==> src/rtl/button_control_unit.sv <==
// ---------------------------------------------------------------------------
// button_control_unit
//
// Front-panel controller. It synchronises and debounces NUM_BTN raw buttons
// and maps each button to a function through a per-mode table chosen by the
// slide switches. It emits one-cycle function pulses, with optional
// hold-to-repeat for functions flagged in REPEAT_MASK.
//
// Ports
//   clk         in   system clock (clk_100)
//   reset       in   asynchronous reset, active low (0 = in reset)
//   btn         in   [NUM_BTN-1:0]  raw asynchronous buttons
//   mode_sel    in   [MODE_W-1:0]   raw asynchronous mode switches
//   func_pulse  out  [NUM_FUNC-1:0] one-cycle press / repeat pulses
//   func_held   out  [NUM_FUNC-1:0] level, a button mapped to f is pressed
//   mode        out  [MODE_W-1:0]   mode currently applied to the map
//   any_held    out  high while any debounced button is pressed
// ---------------------------------------------------------------------------
module button_control_unit #(
   parameter int NUM_BTN  = 4,
   parameter int MODE_W   = 2,
   parameter int NUM_FUNC = 6,
   parameter int FUNC_W   = 3,
   parameter logic [(2**MODE_W)*NUM_BTN*FUNC_W-1:0] BTN_MAP = {
      3'd0, 3'd1, 3'd4, 3'd2,
      3'd7, 3'd7, 3'd7, 3'd7,
      3'd7, 3'd7, 3'd7, 3'd7,
      3'd0, 3'd1, 3'd2, 3'd3
   },
   parameter logic [NUM_FUNC-1:0] REPEAT_MASK = 6'b010100,
   parameter int DB_CYCLES     = 1_000_000,
   parameter int REPEAT_DELAY  = 50_000_000,
   parameter int REPEAT_PERIOD = 10_000_000
) (
   input  logic                clk,
   input  logic                reset,
   input  logic [NUM_BTN-1:0]  btn,
   input  logic [MODE_W-1:0]   mode_sel,
   output logic [NUM_FUNC-1:0] func_pulse,
   output logic [NUM_FUNC-1:0] func_held,
   output logic [MODE_W-1:0]   mode,
   output logic                any_held
);

   localparam int DB_W    = $clog2(DB_CYCLES + 1);
   localparam int REP_MAX = (REPEAT_DELAY > REPEAT_PERIOD) ? REPEAT_DELAY : REPEAT_PERIOD;
   localparam int REP_W   = $clog2(REP_MAX + 1);

   logic [NUM_BTN-1:0]  r_btnSync1;
   logic [NUM_BTN-1:0]  r_btnSync2;
   logic [NUM_BTN-1:0]  r_stable;
   logic [NUM_BTN-1:0]  r_stableDly;
   logic [NUM_BTN-1:0]  r_repActive;
   logic [NUM_BTN-1:0]  r_repFirst;
   logic [DB_W-1:0]     r_dbCnt  [NUM_BTN];
   logic [REP_W-1:0]    r_repCnt [NUM_BTN];
   logic [MODE_W-1:0]   r_modeSync1;
   logic [MODE_W-1:0]   r_modeSync2;
   logic [MODE_W-1:0]   r_mode;
   logic [NUM_FUNC-1:0] r_funcPulse;
   logic [NUM_FUNC-1:0] r_funcHeld;
   logic                r_anyHeld;

   logic [FUNC_W-1:0]   w_func [NUM_BTN];
   logic [NUM_BTN-1:0]  w_mapped;
   logic [NUM_BTN-1:0]  w_stableNext;
   logic [NUM_BTN-1:0]  w_rise;
   logic [NUM_BTN-1:0]  w_repHit;
   logic [NUM_BTN-1:0]  w_repFire;
   logic [NUM_FUNC-1:0] w_pulseNext;
   logic [NUM_FUNC-1:0] w_heldNext;

   // Per-button view of the current state. The map field is looked up with
   // the applied mode, which cannot change while a button is held, so a
   // held button keeps its function. w_stableNext is the debounced level
   // after this edge. The repeat logic uses it so that no repeat pulse is
   // issued on the edge where the button is being released. A rise of the
   // debounced level against its delayed copy is the press event.
   always_comb begin
      for (int b = 0; b < NUM_BTN; b++) begin
         w_func[b]       = BTN_MAP[(int'(r_mode) * NUM_BTN + b) * FUNC_W +: FUNC_W];
         w_mapped[b]     = int'(w_func[b]) < NUM_FUNC;
         w_stableNext[b] = ((r_btnSync2[b] != r_stable[b]) && (r_dbCnt[b] == DB_W'(DB_CYCLES)))
                           ? r_btnSync2[b] : r_stable[b];
         w_rise[b]       = r_stable[b] & ~r_stableDly[b];
         w_repHit[b]     = r_repFirst[b] ? (r_repCnt[b] == REP_W'(REPEAT_DELAY))
                                         : (r_repCnt[b] == REP_W'(REPEAT_PERIOD));
         w_repFire[b]    = r_repActive[b] & r_stable[b] & w_stableNext[b] & w_repHit[b];
      end
   end

   // Fold the per-button events onto the function outputs. Several buttons
   // hitting the same function in the same cycle collapse into one pulse,
   // and unmapped buttons contribute nothing at all. Repeat events only
   // count for functions that have auto-repeat enabled.
   always_comb begin
      w_pulseNext = '0;
      w_heldNext  = '0;
      for (int b = 0; b < NUM_BTN; b++) begin
         if (w_mapped[b]) begin
            if (w_rise[b] || (w_repFire[b] && REPEAT_MASK[w_func[b]])) begin
               w_pulseNext[w_func[b]] = 1'b1;
            end
            if (r_stable[b]) begin
               w_heldNext[w_func[b]] = 1'b1;
            end
         end
      end
   end

   // All state lives here. Buttons and switches go through two flops before
   // use. The debounce counter counts consecutive disagreeing samples. Once
   // it already holds DB_CYCLES and the sample still disagrees, the new
   // level is accepted and the counter restarts. The repeat counter starts
   // at 1 on the press edge, so it equals the target exactly on the edge
   // that must launch a repeat pulse. It then reloads to 1 and counts
   // towards the period. A new mode is only taken when no button is
   // debounced-pressed and any_held is low. Checking the debounced bits as
   // well stops a mode switch from slipping in during the single cycle
   // between a press being accepted and any_held rising.
   always_ff @(posedge clk or negedge reset) begin
      if (!reset) begin
         r_btnSync1  <= '0;
         r_btnSync2  <= '0;
         r_stable    <= '0;
         r_stableDly <= '0;
         r_repActive <= '0;
         r_repFirst  <= '0;
         r_modeSync1 <= '0;
         r_modeSync2 <= '0;
         r_mode      <= '0;
         r_funcPulse <= '0;
         r_funcHeld  <= '0;
         r_anyHeld   <= 1'b0;
         for (int b = 0; b < NUM_BTN; b++) begin
            r_dbCnt[b]  <= '0;
            r_repCnt[b] <= '0;
         end
      end else begin
         r_btnSync1  <= btn;
         r_btnSync2  <= r_btnSync1;
         r_modeSync1 <= mode_sel;
         r_modeSync2 <= r_modeSync1;
         r_stableDly <= r_stable;

         for (int b = 0; b < NUM_BTN; b++) begin
            if (r_btnSync2[b] == r_stable[b]) begin
               r_dbCnt[b] <= '0;
            end else if (r_dbCnt[b] == DB_W'(DB_CYCLES)) begin
               r_stable[b] <= r_btnSync2[b];
               r_dbCnt[b]  <= '0;
            end else begin
               r_dbCnt[b] <= r_dbCnt[b] + 1'b1;
            end

            if (!w_stableNext[b]) begin
               r_repActive[b] <= 1'b0;
               r_repFirst[b]  <= 1'b0;
               r_repCnt[b]    <= '0;
            end else if (w_rise[b]) begin
               r_repActive[b] <= 1'b1;
               r_repFirst[b]  <= 1'b1;
               r_repCnt[b]    <= REP_W'(1);
            end else if (r_repActive[b]) begin
               if (w_repHit[b]) begin
                  r_repFirst[b] <= 1'b0;
                  r_repCnt[b]   <= REP_W'(1);
               end else begin
                  r_repCnt[b] <= r_repCnt[b] + 1'b1;
               end
            end
         end

         r_funcPulse <= w_pulseNext;
         r_funcHeld  <= w_heldNext;
         r_anyHeld   <= |r_stable;

         if (!r_anyHeld && (r_stable == '0)) begin
            r_mode <= r_modeSync2;
         end
      end
   end

   assign func_pulse = r_funcPulse;
   assign func_held  = r_funcHeld;
   assign mode       = r_mode;
   assign any_held   = r_anyHeld;

endmodule
==> config.mk <==
export PLATFORM = sky130hd
export DESIGN_NAME = button_control_unit
export DESIGN_NICKNAME = d
export VERILOG_FILES = /design/src/rtl/button_control_unit.sv
export SDC_FILE = /design/constraint.sdc
export NUM_CORES = 1
export LEC_CHECK = 0
export CORE_UTILIZATION = 35
export DETAILED_ROUTE_END_ITERATION = 7
export SLEW_MARGIN = 20
export SYNTH_ARGS = -nofsm -noshare
export SYNTH_HDL_FRONTEND = slang
export SYNTH_SLANG_ARGS = --single-unit
==> constraint.sdc <==
create_clock -name clk -period 2.95 [get_ports clk]
set_input_delay 0.59 -clock clk [delete_from_list [all_inputs] [get_ports clk]]
set_output_delay 0.59 -clock clk [all_outputs]
set_load 0.01 [all_outputs]
==> flow_summary.toml <==
[final_layout]
layout.nets = 915
antenna_cells = 0
drive_gt1_share_pct = 9.65
multi_input_area_um2 = 4170
seq_area_um2 = 4280
syn2layout_area_growth_pct = 13.5
n_fill_cell = 2361

[setup_path]
r2r-start = "r_dbCnt[40]"
startpoint = "r_dbCnt[40]"
cp.required_ns = 3.24
end_kind = "flop"
ff2ff_path_depth = 9
arrival_ns = 2.74
cp-start-kind = "flop"
worstReg2RegEnd = "r_repCnt[68]"
worst-setup-path-type = "flop to flop"
path_max_fanout = 16
worstSetupEndpoint = "r_repCnt[68]"
reg2reg_slack_ns = 0.50

[sta]
slew_viol_final = 0
finalHoldViolations = 0
finClkSkew_ns = 0.0117
setup_tns_ns = 0
timing.final.ws_setup_ns = 0.501
relSlewSlack_pct = 44.0
final-setup-viol-count = 0
fmax_mhz = 408
rsz0062_at_grt = "false"
finalCritPeriodShare_pct = 83.0
period_needed_ns = 2.45
tightest_slew_ns = 0.841

[synthesis]
ys_seq_elements = 171
synth_cells = 865
synthFlopType = "dfrtp_1"
yosys.area.top_type = "dfrtp_1"
synth_top_area_share_pct = 49.3
ys_seq_area_share_pct = 49.3
netlist_top_cells_area = "dfrtp_1, xnor2_1, nor2_1"
async_flop_share_pct = 100
ys_types = 63
syn_area_um2 = 8680
synth_edf_count = 0
yosys_warnings = 0
synth_area_per_cell_um2 = 10.0

[power]
p_comb_share_pct = 3.0
p_switching_w = 0.00107
p_seq_share_pct = 50.3
p_int_w = 0.00369
leakagePower_nw = 3.83
peakVddDrop_mv = 0.396
power_density_nw_per_um2 = 483
sw_frac_of_total_pct = 22.4
clockPowerShare_pct = 46.7

[clock_network]
numCtsBuffers = 17
clk_pin_slew_ns = 0.07
clkLatencyLatePin_ns = 0.42
cts_resized = 0
clockBufferDepth = 2
holdBufCountCts = 0
h-tree-depth = 4
post_cts_buffers = 0
tritoncts = "yes"
clkSinkCount = 171
cts-root-buf = "clkbuf_16"

[floorplanning]
dieArea_um2 = 25400
die_width_um = 159
dieHeight_um = 159
core.rowCount = 57
io_pins = 23
start_util_pct = 35.7
core_um2 = 24300

[route]
drt_first_pass_iters = 6
vias = 6103
drc = 0
vias_per_cell = 4.98
routed_wirelength_um = 17200
wl_per_cell_um = 14.0
antenna_left = 0
drt-initial-drc-count = 375

[grt]
grt_pass1_vias = 6009
antenna_found_initial = 0
grt_use_total_pct = 14.7
grt_start_max_net_pins = 62
grt_overflow_total = 0
grt_pass1_wl_um = 30400

[outcome]
status = "finished clean"

[placed_design]
pre_cts_ws_ns = 0.513
hpwlAfterDp_um = 11700
globalplace.congestion = 0.770
io_buffers = 22

[hold_path]
min_path_type = "input pin to asynchronous set/reset pin"

[flow_run]
cap_violations = 0
-- worst min path at each step --
stage | from | to | slack [ns] | cells past startpoint
after global placement | r_btnSync1[0] | r_btnSync2[0] | 0.33 | 0
after CTS | reset | r_dbCnt[65] | 0.18 | 1
after detailed placement | r_btnSync1[0] | r_btnSync2[0] | 0.34 | 0
after floorplan | reset | any_held | 0.29 | 0
final | reset | r_repCnt[94] | 0.16 | 1
after global routing | reset | r_dbCnt[65] | 0.20 | 1
-- logic make-up after synthesis --
kind of cell,count (synthesis),synth area share [%]
mux,2,0.259
flops,171,49.3
fa+ha+maj,16,2.31
xor+xnor,117,11.8
simple gates,462,29.7
compound gates,45,3.91
other cells,1,0.0432
buf+inv,51,2.71
-- sequential cells by signal, summed over array words and instances, names as in the netlist, 4 cells and up --
| name | cells |
|---|---|
| func_held | 6 |
| func_pulse | 6 |
| r_btnSync1 | 4 |
| r_btnSync2 | 4 |
| r_dbCnt | 80 |
| r_repCnt | 52 |
| r_stable | 4 |
| r_stableDly | 4 |
-- worst max-delay path, cell delays in order, from the launching register on --
cell and delay, ns:
dfrtp_1 0.42, inv_1 0.07, ha_1 0.15, and4bb_1 0.20
nand4_1 0.28, o211a_1 0.40, buf_4 0.24, nor4_2 0.34
xnor2_1 0.17, nor2_2 0.04
-- cell type report --
cell class,count,area share [%]
clock buffer,19,4.49
timing repair buffer,34,3.41
sequential,171,43.4
clock inverter,11,1.38
tap,324,4.11
multi-input combinational,644,42.3
inverter,23,0.876
-- cells in the final DEF, fill, tap and decap left out, drive strengths merged, types with 3 or more instances in the layout --
master	n
nor4b	18
buf	13
nand2b	3
nor2	151
a31oi	3
nor3	36
or3	11
clkinvlp	4
nand3	54
clkbuf	19
nor2b	7
a21oi	10
or2	4
clkdlybuf4s50	21
or4	5
dfrtp	171
inv	27
nor4	25
nand4	31
xor2	49
and4	13
nand3b	7
xnor2	68
o21ai	15
nor3b	5
and3	16
ha	16
a21boi	3
nor4bb	5
nand2	58
and2	6
-- Yosys cell counts (all sizes together) (5+ instances only) --
library cell  number
nand3             54
nor4b             18
nand2             58
xnor2             68
nor4              25
nor2             151
a21oi             10
nor3b              5
nand3b             7
or4                5
and2               6
nor2b              7
nand4             31
o21ai             15
nor4bb             5
xor2              49
buf               12
nor3              36
ha                16
and3              16
clkbuf            16
dfrtp            171
and4              13
inv               23
or3               11
-- stage by stage --
stage | utilization [%] | area (µm²) | hold slack (ns) | total power [W] | instances
2_1_floorplan | - | 8680 | 0.294 | 0.00249 | 866
3_3_place_gp | 38.1 | 9280 | 0.333 | 0.00258 | 1196
3_5_place_dp | 38.1 | 9280 | 0.340 | 0.00259 | 1196
4_1_cts | 40.5 | 9860 | 0.179 | 0.00484 | 1226
5_1_grt | 40.5 | 9860 | 0.203 | 0.00496 | 1226
6_report | 40.5 | 9860 | 0.162 | 0.00476 | 1226
-- per-layer routing --
layer / vias up / GRT usage (%) / routed length [µm]
met5: - / 0 / 0
met4: 0 / 3.54 / 59
met3: 4 / 3.57 / 432
met2: 42 / 22.5 / 7950
met1: 3008 / 20.8 / 8770
li1: 3049 / - / -
-- power groups by stage --
stage                     Sequential, W  Combinational (W)  Clock, W
after floorplan                 0.00243          0.0000603         0
after global placement          0.00244           0.000148         0
after detailed placement        0.00244           0.000149         0
after CTS                       0.00239           0.000150   0.00230
after global routing            0.00240           0.000169   0.00240
final                           0.00239           0.000143   0.00222
Power figures use the tool's default switching activity.
==> patch 1, RTL diff (same settings) <==
Make the reset (`reset`) synchronous in one clocked block. Comments in the files are not updated.
--- a/src/rtl/button_control_unit.sv
+++ b/src/rtl/button_control_unit.sv
@@ -120,3 +120,3 @@
    // between a press being accepted and any_held rising.
-   always_ff @(posedge clk or negedge reset) begin
+   always_ff @(posedge clk) begin
       if (!reset) begin
Function: differs if reset is asserted again (counterexample within 4 cycles, from zero or initial values and one cycle with reset low); with reset held inactive, the same outputs for 4 cycles.
==> patch 1 against the original RTL <==
  * Worst setup slack lost 0.11 ns
  * Clock skew up 0.0021 ns
  * Sequential cell count is the same
  * Wire length decreased by 3.9%
  * Sequential share of layout area up 2.5 points
  * Final area grew 4.9%
  * Die area increased by 2.9%
  * Power up 4.7%
  * Synthesized area rose by 2.9%
  * Critical path type unchanged
  * Critical endpoint is now r_repCnt[1][3]
  * Largest cell class unchanged
  * Highest routed layer unchanged
==> patch 1: results (changes against the original RTL) <==
<table>
<tr><th>Metric</th><th>Value</th></tr>
<tr><th colspan="2">Run status</th></tr>
<tr><td>Status</td><td>finished clean</td></tr>
<tr><th colspan="2">Layout</th></tr>
<tr><td>Count of filler cells inserted in the layout</td><td>2,462 (+4.3%)</td></tr>
<tr><td>Clock network share of area</td><td>0.0543 (-0.00446)</td></tr>
<tr><td>Non-clock buffering overhead in the final layout</td><td>0.0290 (-0.00511)</td></tr>
<tr><td>Share of the final layout cell area in multi-input gates</td><td>0.404 (-0.0188)</td></tr>
<tr><td>Bufs w/o clock</td><td>31 (-8.8%)</td></tr>
<tr><th colspan="2">Global routing</th></tr>
<tr><td>Number of global-route vias before repair</td><td>5,874 (-2.2%)</td></tr>
<tr><td>Largest net degree at the start of global routing</td><td>29 (-53%)</td></tr>
<tr><th colspan="2">Yosys</th></tr>
<tr><td>Most used flip-flop cell after synthesis</td><td>sky130_fd_sc_hd__edfxtp_1</td></tr>
<tr><td>Most used standard cells in the synthesized netlist</td><td>sky130_fd_sc_hd__nor2_1 (142), sky130_fd_sc_hd__edfxtp_1 (132), sky130_fd_sc_hd__xnor2_1 (63)</td></tr>
<tr><td>Synth Area per Inst</td><td>10.5 um2 (+4.7%)</td></tr>
<tr><td>Number of library cell types mapped by synthesis</td><td>61 (-3.2%)</td></tr>
<tr><th colspan="2">Critical path</th></tr>
<tr><td>Delay contributed by the slowest stage of the critical path</td><td>0.46 ns (+0.04 ns)</td></tr>
<tr><th colspan="2">Detailed routing</th></tr>
<tr><td>Detailed-route wire length</td><td>16.5 mm (-3.9%)</td></tr>
<tr><td>First-pass iteration count of the detailed router</td><td>5 (-1)</td></tr>
<tr><th colspan="2">Power</th></tr>
<tr><td>Internal portion of total power</td><td>3.89 mW (+5.3%)</td></tr>
<tr><td>Peak supply drop</td><td>0.000305 V (-23%)</td></tr>
<tr><td>Share of total power in combinational logic</td><td>0.028 (-0.002)</td></tr>
<tr><td>Leakage power of the design</td><td>3.47 nW (-9.3%)</td></tr>
<tr><th colspan="2">STA</th></tr>
<tr><td>Worst Clk Skew</td><td>0.0138 ns (+0.00210 ns)</td></tr>
<tr><td>Hold slack final</td><td>0.386 ns (+0.224 ns)</td></tr>
<tr><th colspan="2">Place</th></tr>
<tr><td>Setup slack at placement</td><td>0.361 ns (-0.152 ns)</td></tr>
<tr><td>Gp weighted congestion</td><td>0.782 (+1.5%)</td></tr>
<tr><td>Half-perimeter wire length after placement</td><td>11.5 mm (-1.5%)</td></tr>
<tr><th colspan="2">Worst hold path</th></tr>
<tr><td>Worst min-delay path class</td><td>flop to flop</td></tr>
</table>
## patch 1: cell types whose count changed after synthesis, sizes merged, moves of 8 or more
cell    before  now
o21ai       15    7
xor2        49   59
or3         11    3
nand2       58   45
and2         6   26
nor3        36   51
inv         23   38
nor2       151  142
edfxtp       0  132
nor4        25   16
dfrtp      171    0
dfxtp        0   39
## patch 1: logic make-up after synthesis
family	count (synthesis)	share of synthesized area
other cells	2	0.000841
buf+inv	67	0.0345
simple gates	440	0.264
xor+xnor	122	0.120
compound gates	28	0.0234
mux	4	0.00448
fa+ha+maj	16	0.0224
flops	171	0.531
## patch 1: per-layer routing
metal,GRT usage,vias to the layer above,share of wire
met1,0.180,2841,0.49
met3,0.0324,12,0.030
li1,-,3118,-
met5,0,-,0
met2,0.216,70,0.47
met4,0.0420,0,0.011
==> patch 2, RTL diff (config.mk and constraints unchanged) <==
Made on the original files. Set the parameter `REPEAT_DELAY` to 25_000_000 (it was 50_000_000).
--- a/src/rtl/button_control_unit.sv
+++ b/src/rtl/button_control_unit.sv
@@ -31,3 +31,3 @@
    parameter int DB_CYCLES     = 1_000_000,
-   parameter int REPEAT_DELAY  = 50_000_000,
+   parameter int REPEAT_DELAY  = 25_000_000,
    parameter int REPEAT_PERIOD = 10_000_000
Formal check against the unedited RTL: no difference found for any inputs over 4 cycles, from zero or initial values and one cycle with reset low; that may be too few to reach the edited logic, so the function may still have changed.
==> patch 2 against the original RTL <==
  * Via count decreased by 1.6%
  * Power is 1.3% lower
  * Wire length down 4.6%
  * Synthesized area decreased by 4.3%
  * Sequential cell count fell by 2
  * Final area shrank 3.2%
  * Critical endpoint is now r_repCnt[79]
  * Synthesized cell count fell by 0.58%
  * Worst setup slack got worse by 0.12 ns
==> patch 2: results (changes against the original RTL) <==
<table>
<tr><th>Metric</th><th>Value</th></tr>
<tr><th colspan="2">Detailed routing</th></tr>
<tr><td>First-pass iteration count of the detailed router</td><td>4 (-2)</td></tr>
<tr><td>Violation count after the first detailed-route iteration</td><td>344 (-8.3%)</td></tr>
<tr><td>Total vias in the final route</td><td>6,004 (-1.6%)</td></tr>
<tr><td>WL/cell</td><td>13.5 um (-4.2%)</td></tr>
<tr><th colspan="2">Global routing</th></tr>
<tr><td>Number of global-route vias before repair</td><td>5,808 (-3.3%)</td></tr>
<tr><td>Total global-route track usage</td><td>0.148 (+0.00142)</td></tr>
<tr><td>Largest net degree at the start of global routing</td><td>58 (-6.5%)</td></tr>
<tr><td>Global-route wire length before repair</td><td>29.0 mm (-4.7%)</td></tr>
<tr><th colspan="2">Run status</th></tr>
<tr><td>Status</td><td>finished clean</td></tr>
<tr><th colspan="2">Critical path</th></tr>
<tr><td>Delay contributed by the slowest stage of the critical path</td><td>0.60 ns (+0.18 ns)</td></tr>
<tr><td>Max Fanout on Critical Path</td><td>23 (+7)</td></tr>
<tr><td>Standard cell with the maximum stage delay on the critical path</td><td>sky130_fd_sc_hd__o211a_1</td></tr>
<tr><td>Worst Path Arrival</td><td>2.87 ns (+0.13 ns)</td></tr>
<tr><th colspan="2">Layout</th></tr>
<tr><td>Biggest regs</td><td>r_dbCnt x80, r_repCnt x50</td></tr>
<tr><td>Share of cells above drive strength 1</td><td>0.0677 (-0.0287)</td></tr>
<tr><td>Nets@finish</td><td>912 (-0.33%)</td></tr>
<tr><td>Count of filler cells inserted in the layout</td><td>2,332 (-1.2%)</td></tr>
<tr><th colspan="2">Yosys</th></tr>
<tr><td>Compound-Gate Fraction of Synth Area</td><td>0.0319 (-0.00714)</td></tr>
<tr><td>Share of cell area taken by muxes after synthesis</td><td>0.00527 (+0.00268)</td></tr>
<tr><td>Leading post-synthesis cells by cell area</td><td>sky130_fd_sc_hd__dfrtp_1 (51%), sky130_fd_sc_hd__nor2_1 (7.0%), sky130_fd_sc_hd__xnor2_1 (6.9%)</td></tr>
<tr><td>Sequential-to-total area share from yosys stat</td><td>0.509 (+0.0160)</td></tr>
<tr><td>Share of synthesized cell area in full adder, half adder and majority cells</td><td>0.0241 (+0.00103)</td></tr>
<tr><th colspan="2">Power</th></tr>
<tr><td>Peak supply drop</td><td>0.000328 V (-17%)</td></tr>
<tr><th colspan="2">STA</th></tr>
<tr><td>Worst Clk Skew</td><td>0.00924 ns (-0.00246 ns)</td></tr>
<tr><th colspan="2">Place</th></tr>
<tr><td>Half-perimeter wire length after placement</td><td>11.2 mm (-4.2%)</td></tr>
</table>
-- patch 2: changes by cell type in the layout (fill, tap and decap cells not counted), sizes merged, moves of 3 or more --
cell and change:
and2 -4, nor2 +4, and3 +3, buf +3, nand4b +4, clkinv +4, nor4b -3, nand4 -10
or3 -5, nand3b -3, xnor2 -3, a21oi +5, nand2 +8
-- patch 2: logic make-up (layout without fill, tap and decap cells) --
logic type                 Yosys count  in the layout
AOI/OAI and AO/OA                   43             43
xor gates and xnor gates           115            115
adders and majority gates           16             16
buffers and inverters               56             96
DFF                                169            169
muxes                                4              4
other                                1              2
and+or+nand+nor                    456            456
-- patch 2: cell type report --
class                           count  area share
Sequential cell                   169       0.443
Multi-Input combinational cell    636       0.405
Clock buffer                       21      0.0483
Tap cell                          319      0.0418
Timing Repair Buffer               37      0.0376
Clock inverter                     11      0.0129
Inverter                           27      0.0106
-- patch 2: stage by stage --
step / util / hold slack, ns / instances / cell area [um2]
2_1_floorplan: - / 0.294 / 861 / 8310
3_3_place_gp: 0.383 / 0.334 / 1188 / 8960
3_5_place_dp: 0.383 / 0.335 / 1188 / 8960
4_1_cts: 0.408 / 0.137 / 1220 / 9540
5_1_grt: 0.408 / 0.149 / 1220 / 9540
6_report: 0.408 / 0.120 / 1220 / 9540
-- patch 2: path summary, 6_finish.rpt --
kind                            endpoint  slack (ns)  depth (start not counted)     startpoint
max in group asynchronous   r_repCnt[74]        2.15                          2          reset
min in group clk           r_btnSync2[0]        0.35                          0  r_btnSync1[0]
min reg2reg                r_btnSync2[0]        0.35                          0  r_btnSync1[0]
min                          r_dbCnt[24]        0.12                          1          reset
max                         r_repCnt[79]        0.38                          8    r_dbCnt[60]
max reg2reg                 r_repCnt[79]        0.38                          8    r_dbCnt[60]
-- patch 2: metal layers --
layer  global-route usage  part of all wire  vias to the layer above
met5                    0                 0                        -
li1                     -                 -                     3005
met3               0.0325             0.031                       13
met4               0.0467             0.014                        0
met1                0.208              0.50                     2904
met2                0.226              0.46                       82
-- patch 2: where the power goes --
group	switching [mW]	internal [mW]
Sequential	0.0241	2.34
Clock	0.904	1.29
Combinational	0.0935	0.0476
Total	1.02	3.68
